**src/rtl/mem_arb_pkg.sv**
```systemverilog
// Shared definitions for the unified memory arbiter: FSM state encoding and
// the word order used for two-word (PC / SP) transfers.
package mem_arb_pkg;

  typedef enum logic [1:0] {
    IDLE = 2'd0,
    WIDE = 2'd1,
    RESP = 2'd2
  } arb_state_e;

  // Low word lives at the base address, high word at base + 1.
  localparam int unsigned LO_OFS = 0;
  localparam int unsigned HI_OFS = 1;

endpackage

```
**src/rtl/starve_counter.sv**
```systemverilog
// Saturating fetch-starvation counter.
// Ports:
//   clk, reset  : clock, synchronous active-high reset
//   clr         : clear (fetch granted), wins over inc
//   inc         : count one denied fetch cycle
//   starved_c   : count has reached MAX (combinational from the register)
module starve_counter #(
  parameter int unsigned MAX   = 4,
  parameter int unsigned CNT_W = $clog2(MAX + 1)
) (
  input  logic clk,
  input  logic reset,
  input  logic clr,
  input  logic inc,
  output logic starved_c
);

  logic [CNT_W-1:0] count_q;

  // Count denied cycles, hold at MAX until a fetch is granted.
  always_ff @(posedge clk) begin
    if (reset) begin
      count_q <= '0;
    end else if (clr) begin
      count_q <= '0;
    end else if (inc && (count_q != CNT_W'(MAX))) begin
      count_q <= count_q + CNT_W'(1);
    end
  end

  assign starved_c = (count_q == CNT_W'(MAX));

endmodule

```
**src/rtl/unified_mem_arbiter.sv**
```systemverilog
// Shares one single-port, synchronous-read memory between instruction fetch
// and the memory stage. Data accesses win unless fetch has been starved for
// STARVE_MAX cycles; two-word transfers take an extra WIDE cycle.
// Ports:
//   clk, reset                    : clock, synchronous active-high reset
//   if_req/if_addr                : fetch request and word address
//   if_gnt                        : fetch issued this cycle (combinational)
//   if_valid/if_rdata             : fetched word, one cycle after if_gnt
//   dm_req/dm_rw/dm_wide/dm_addr/dm_wdata : held data request
//   dm_rdata/dm_done              : read data and one-cycle completion pulse
//   dm_stall                      : pipeline freeze while a data access is pending
//   mem_en/mem_rw/mem_addr/mem_wdata/mem_rdata : memory macro port
module unified_mem_arbiter
  import mem_arb_pkg::*;
#(
  parameter int unsigned ADDR_W     = 12,
  parameter int unsigned DATA_W     = 16,
  parameter int unsigned STARVE_MAX = 4
) (
  input  logic                clk,
  input  logic                reset,
  input  logic                if_req,
  input  logic [ADDR_W-1:0]   if_addr,
  output logic                if_gnt,
  output logic                if_valid,
  output logic [DATA_W-1:0]   if_rdata,
  input  logic                dm_req,
  input  logic                dm_rw,
  input  logic                dm_wide,
  input  logic [ADDR_W-1:0]   dm_addr,
  input  logic [2*DATA_W-1:0] dm_wdata,
  output logic [2*DATA_W-1:0] dm_rdata,
  output logic                dm_done,
  output logic                dm_stall,
  output logic                mem_en,
  output logic                mem_rw,
  output logic [ADDR_W-1:0]   mem_addr,
  output logic [DATA_W-1:0]   mem_wdata,
  input  logic [DATA_W-1:0]   mem_rdata
);

  arb_state_e        state_q, state_d;
  logic              starved_c;
  logic              dm_issue_c;
  logic              op_wide_q;
  logic              if_valid_q;
  logic [DATA_W-1:0] lo_q;

  starve_counter #(
    .MAX   (STARVE_MAX),
    .CNT_W ($clog2(STARVE_MAX + 1))
  ) u_starve (
    .clk       (clk),
    .reset     (reset),
    .clr       (if_gnt),
    .inc       (if_req & ~if_gnt),
    .starved_c (starved_c)
  );

  // State register plus the small amount of registered response state.
  always_ff @(posedge clk) begin
    if (reset) begin
      state_q    <= IDLE;
      if_valid_q <= 1'b0;
      op_wide_q  <= 1'b0;
      lo_q       <= '0;
    end else begin
      state_q    <= state_d;
      if_valid_q <= if_gnt;
      if (dm_issue_c) begin
        op_wide_q <= dm_wide;
      end
      // Word 0 of a wide access returns during WIDE; keep it for RESP.
      if (state_q == WIDE) begin
        lo_q <= mem_rdata;
      end
    end
  end

  // Next state and memory-port steering; nothing is issued while in reset.
  always_comb begin
    state_d    = state_q;
    if_gnt     = 1'b0;
    dm_issue_c = 1'b0;
    mem_en     = 1'b0;
    mem_rw     = 1'b0;
    mem_addr   = '0;
    mem_wdata  = '0;
    if (!reset) begin
      case (state_q)
        IDLE: begin
          if (dm_req && !starved_c) begin
            dm_issue_c = 1'b1;
            mem_en     = 1'b1;
            mem_rw     = dm_rw;
            mem_addr   = dm_addr + ADDR_W'(LO_OFS);
            mem_wdata  = dm_wdata[DATA_W-1:0];
            state_d    = dm_wide ? WIDE : RESP;
          end else if (if_req) begin
            if_gnt   = 1'b1;
            mem_en   = 1'b1;
            mem_addr = if_addr;
          end
        end
        WIDE: begin
          // Second word is never preempted, even when fetch is starved.
          mem_en    = 1'b1;
          mem_rw    = dm_rw;
          mem_addr  = dm_addr + ADDR_W'(HI_OFS);
          mem_wdata = dm_wdata[2*DATA_W-1:DATA_W];
          state_d   = RESP;
        end
        RESP: begin
          // Data request is not re-accepted here, so fetch gets the slot.
          state_d = IDLE;
          if (if_req) begin
            if_gnt   = 1'b1;
            mem_en   = 1'b1;
            mem_addr = if_addr;
          end
        end
        default: begin
          state_d = IDLE;
        end
      endcase
    end
  end

  assign dm_done  = (state_q == RESP) & ~reset;
  assign dm_stall = dm_req & ~dm_done & ~reset;
  assign if_valid = if_valid_q;
  assign if_rdata = if_valid_q ? mem_rdata : '0;

  // Narrow reads take word 0 straight from memory; wide reads pair the
  // captured low word with the high word arriving now.
  assign dm_rdata = !dm_done  ? '0 :
                    op_wide_q ? {mem_rdata, lo_q} :
                                {{DATA_W{1'b0}}, mem_rdata};

endmodule
```
**config.mk**
```make
export PLATFORM = sky130hd
export DESIGN_NAME = unified_mem_arbiter
export DESIGN_NICKNAME = d
export VERILOG_FILES = /design/src/rtl/mem_arb_pkg.sv /design/src/rtl/starve_counter.sv /design/src/rtl/unified_mem_arbiter.sv
export SDC_FILE = /design/constraint.sdc
export NUM_CORES = 1
export LEC_CHECK = 0
export CORE_MARGIN = 1.5
export CORE_UTILIZATION = 31
export CTS_BUF_LIST = sky130_fd_sc_hd__clkbuf_4
export DETAILED_ROUTE_END_ITERATION = 10
export PLACE_DENSITY = 0.79
export SLEW_MARGIN = 20
export SYNTH_ARGS = -nofsm -noshare
export SYNTH_HDL_FRONTEND = slang
export SYNTH_SLANG_ARGS = --single-unit
export TNS_END_PERCENT = 1
```
**constraint.sdc**
```tcl
create_clock -name clk -period 1.5 [get_ports clk]
set_input_delay 0.225 -clock clk [delete_from_list [all_inputs] [get_ports clk]]
set_output_delay 0.225 -clock clk [all_outputs]
set_load 0.01 [all_outputs]
```
### After elaboration in Yosys (flattened, before gate mapping)

Index checks and enable logic that the tools add are counted.

* ROM bits: 0
* bits of input ports: 78
* memories kept: 0
* bits in registers: 23
* bits in latches: 0
* logic and storage cells: 50
* bits in writable memories: 0
* output and inout port bits: 82

* mux-type cells: 26
* div/mod/pow operators: 0
* shifts and indexed selects: 0
* reduce and logical (&&, ||, !) cells: 5
* $lt $le $gt $ge: 0
* equal/unequal tests: 5
* $mul: 0
* bitwise logic cells: 7
* $add $sub $neg: 2

Operators by type and width (count)
* 2-to-1 mux 32 bit: 2
* 2-to-1 mux 16 bit: 3
* 2-to-1 mux 12 bit: 3
* one-hot mux 12 bit (3 select lines): 1
* one-hot mux 16 bit (2 select lines): 1
* adder 12 x 1 -> 12 bit, second input constant: 1
* 2-to-1 mux 1 bit: 10
* bitwise AND 1 bit: 4
* 2-to-1 mux 2 bit: 2
* one-hot mux 1 bit (2 select lines): 2
* one-hot mux 2 bit (2 select lines): 1
* adder 3 x 1 -> 3 bit, second input constant: 1
* == test 3 bit, second input constant: 1
* inequality test 3 bit, second input constant: 1
* NOT 1 bit: 3
* one-hot mux 1 bit (3 select lines): 1
* == test 2 x 1 -> 1 bit, second input constant: 1
* == test 2 bit, second input constant: 1
* logical AND 1 bit: 2
* logical NOT 2 bit: 1
* inequality test 2 bit, second input constant: 1
* OR reduction 2 bit: 1
* logical NOT 1 bit: 1

### Longest topological paths before layout

* word-level depth: 9
* gate-level depth with buffers: 8
* depth with buffers taken out: 6

### Cells and area by module

Synthesis repeated with hierarchy kept, for this count alone.

* cells, all modules: 306
* area, all modules: 2155.8 um^2

By module, submodules not included
* unified_mem_arbiter: area an instance 1968.1 um^2, instances 1, cells each 288, seq. area each 400.4 um^2
* starve_counter: area an instance 187.7 um^2, instances 1, cells each 18, seq. area each 60.1 um^2

### Worst setup path before layout

Ideal clock, no wire load.

* path kind: register to output
* from: reg u_starve.count_q[0]
* to: out mem_addr[8]
* arrival: 1490 ps
* buffers on the path: 2
* path slack: -215 ps
* required time: 1275 ps
* stages on the path, launching flop included: 9
* path through: dfxtp_1 -> inv_1 -> ha_1 -> nand2_1 -> and3b_1 -> buf_4 -> buf_4 -> a22oi_1 -> a21oi_1

* cells in the longest elaborated chain, start to end: 6

Ends and longest elaborated chain
* from (decl): RTL line starve_counter.sv:18 `logic [CNT_W-1:0] count_q;`
* from (signal assigned): RTL line starve_counter.sv:27 `count_q <= count_q + CNT_W'(1);`
* == test 3 bit: RTL line starve_counter.sv:31 `assign starved_c = (count_q == CNT_W'(MAX));`
* logical NOT 1 bit: RTL line unified_mem_arbiter.sv:92 `if (dm_req && !starved_c) begin`
* logical AND 1 bit: RTL line unified_mem_arbiter.sv:92
* 2-to-1 mux 12 bit: RTL line unified_mem_arbiter.sv:92
* one-hot mux 12 bit (3 select lines): RTL line unified_mem_arbiter.sv:90 `case (state_q)`
* 2-to-1 mux 12 bit: RTL line unified_mem_arbiter.sv:89 `if (!reset) begin`
* to (decl): RTL line unified_mem_arbiter.sv:37 `output logic [ADDR_W-1:0] mem_addr,`

Every way passes these cells.

### Worst setup path after layout

* from: reg u_starve.count_q[0]
* to: out mem_addr[1]

Same word-level chain as after synthesis.

==> flow_metrics.tcl <==
set metrics [dict create \
    status "complete, but fails checks" \
    violations "setup timing" \
    ys_seq_area_share_pct 22.74 \
    syn_nets 375 \
    worstHoldPathType "flip-flop to flip-flop" \
    drtIter0Drc 110 \
    ys_ff_latch 23 \
    rsz0062_at_grt "true" \
    layout.nets 570 \
    fmax_mhz 496.2 \
    fin_ws_ns -0.5153 \
    worst_skew_pair.late_latency_ns 0.31 \
    yosysWarnings 0 \
    dpl.hpwl_mm 6.180 \
    fp.coreArea_sq_um 6314 \
    clkTransAtPathRegs_ns 0.12 \
    firstDrtPassIters 4 \
    n_antenna_cell 0 \
    syn-cell-area_sq_um 2024 \
    synthDominantCellAreaShare_pct 22.74 \
    reg2reg_slack_ns 0.10 \
    skew_ns 0.007158 \
    critPathKind "flip-flop to output port" \
    required_ns 1.27 \
    async_flop_share_pct 0 \
    hp-start "lo_q[3]" \
    path_cells "inv_2 -> ha_4 -> nand2_4 -> and3b_2 -> buf_12 -> a222oi_1 -> nor2_1 -> buf_2" \
    ys.flop_type "dfxtp_1" \
    cts_tree "yes" \
    post-route-drc-count 0 \
    via_per_inst 5.159 \
    synth_top_area_cell "dfxtp_1" \
    routed_wl_mm 8.077 \
    die_h_um 83.81 \
    dieWidth_um 83.81 \
    synth_cell_types 42 \
    cts_sinks 23 \
    hold-path-endpoint "lo_q[3]" \
    placed_cell_area_sq_um 4086 \
    antenna_found_initial 0 \
    worstMarginPinSlew_ns 0.2636 \
    fin_crit_sh_pct 134.4 \
    worst_r2r_endpoint "lo_q[8]" \
    final-setup-viol-count 63 \
    cts_max_level 1 \
    fillers 581 \
    period_minus_slack_ns 2.015 \
    synth_cells 294 \
    syn_to_final_growth_pct 100.1 \
    holdWs_ns 0.4628 \
    overflow 0 \
    rows 29 \
    ios 160 \
    leakagePower_nw 1.864 \
    drive_gt1_share_pct 37.70 \
    grt_usage_pct 22.86 \
    end_kind "output port" \
    cp_max_fo 12 \
    finalSetupTns_ns -16.72 \
    whs_path_depth 2 \
    final_area_sq_um 4051 \
    grt_max_degree 33 \
    initial_utilization_pct 32.07 \
    synthTopCellsByArea "dfxtp_1, mux2i_1, a22oi_1" \
    clockRootBuffer "clkbuf_4" \
    die-area_sq_um 7024 \
    ant_nets 0 \
    ctsLongestPathBuffers 2 \
    gp_congestion 0.8575 \
    slowest_stage "dfxtp_2" \
    port_buffers 159 \
    p_per_area_nw_per_um2 458.0 \
    hold_viol_final 0 \
    slew-limit-headroom_pct 82.43 \
    r2r-start "state_q[1]" \
    ir_drop_mv 0.3195 \
    cts_buffers 3 \
    routedWlPerCell_um 14.30 \
    slowest_delay_ns 0.34 \
    final_util_pct 64.17 \
    cp-start-kind "flip-flop" \
    cts-hold-fix-buffers 0 \
    crit_arrival_ns 1.79 \
    synth-edff-count 0 \
    r2r_cells 5 \
    slew_viol_final 0 \
    avgSynthCellArea_sq_um 6.886 \
    grt_pass1_wl_mm 13.48 \
    drv_cap 0 \
    vias 2915 \
    grt_pass1_vias 2992 \
]
-- state kept, by name (all words and copies together) (netlist names) --
register,count
if_valid,1
lo_q,16
op_wide_q,1
state_q,2
u_starve.count_q,3
-- per-layer routing --
metal  track usage (%)  part of all wire, %  up-vias
li1                  -                    -     1427
met1             24.15                   36     1339
met2             45.16                   54      137
met3             4.253                  8.0       12
met4             6.855                  1.6        0
met5                 0                    0        -
-- cells in the final DEF, fill, tap and decap left out, drive strengths merged, types with 3 or more instances in the layout --
cell type	Yosys	final
nor2	39	39
ha	3	3
nand2b	3	3
dlygate4sd2	0	24
a22oi	22	22
nor4	4	4
clkbuf	12	4
and3	17	17
and2	16	16
dfxtp	23	23
nor2b	4	4
clkdlybuf4s50	0	68
a31oi	5	5
buf	12	118
mux2i	17	17
a21oi	23	23
nor3	4	4
o21ai	4	4
nand3	5	5
inv	6	6
xnor2	7	7
clkdlybuf4s15	0	3
nand2	44	44
-- cell type report --
| class | instances | area, sq um | share of cell area (%) |
|---|---|---|---|
| clock buffer | 3 | 22.52 | 0.5559 |
| clock inverter | 1 | 5.005 | 0.1235 |
| inverter | 6 | 22.52 | 0.5559 |
| multi-input combinational | 241 | 1690 | 41.72 |
| sequential | 23 | 467.9 | 11.55 |
| tap | 77 | 96.34 | 2.378 |
| timing repair buffer | 214 | 1747 | 43.11 |
-- stage by stage --
stage	setup WS, ns	std cells	total power, W
after floorplan	-0.03199	294	0.001012
after global placement	-0.9015	556	0.001560
after detailed placement	-0.9378	556	0.001577
after CTS	-0.5447	565	0.001859
after global routing	-0.6190	565	0.001960
final	-0.5153	565	0.001856
-- where the power goes --
| group | switching (W) | leakage [nW] | internal [W] |
|---|---|---|---|
| registers | 0.0000161 | 0.189 | 0.000636 |
| clock network | 0.000183 | 0.0177 | 0.0000994 |
| logic | 0.000413 | 1.66 | 0.000508 |
-- cells by family after synthesis --
kind of cell | after synthesis | synth area share, %
flip-flops | 23 | 22.74
adder cells (fa/ha/maj) | 3 | 1.854
AO/OA/AOI/OAI | 67 | 21.76
AND/OR/NAND/NOR | 146 | 35.35
XOR/XNOR | 8 | 3.461
buffers and inverters | 30 | 6.427
multiplexers | 17 | 8.405
-- timing repair --
item	4_1_cts	5_1_grt
resized for setup	331	15
endpoints found under the setup margin	98	73
cloned	0	0
buffers inserted	5	0
pin swaps	15	7
-- worst max-delay path by stage --
stage | startpoint | to
2_1_floorplan | u_starve.count_q[0] | mem_addr[8]
3_3_place_gp | dm_addr[0] | mem_addr[5]
3_5_place_dp | dm_addr[1] | mem_addr[8]
4_1_cts | u_starve.count_q[0] | mem_addr[1]
5_1_grt | u_starve.count_q[0] | mem_wdata[14]
6_report | u_starve.count_q[0] | mem_addr[1]
-- worst max-delay path, delay by kind of cell (launching register included) --
kind                     cells  cell delay [ns]
AO/OA/AOI/OAI                1             0.27
buffers and inverters        3             0.37
flip-flops                   1             0.34
AND/OR/NAND/NOR              3             0.35
adder cells (fa/ha/maj)      1             0.15
-- cell usage after synthesis (3+ instances only) --
master    count
nand2b_1      3
ha_1          3
nor2_1       39
and2_1       16
dfxtp_1      23
nor2b_1       3
clkbuf_1     12
nor3_1        4
nand3_1       5
and3_1       17
mux2i_1      17
a31oi_1       5
a22oi_1      22
a21oi_1      22
o21ai_0       4
buf_2         8
nand2_1      44
xnor2_1       7
nor4_1        4
inv_1         6
(Power assumes the default switching activity.)
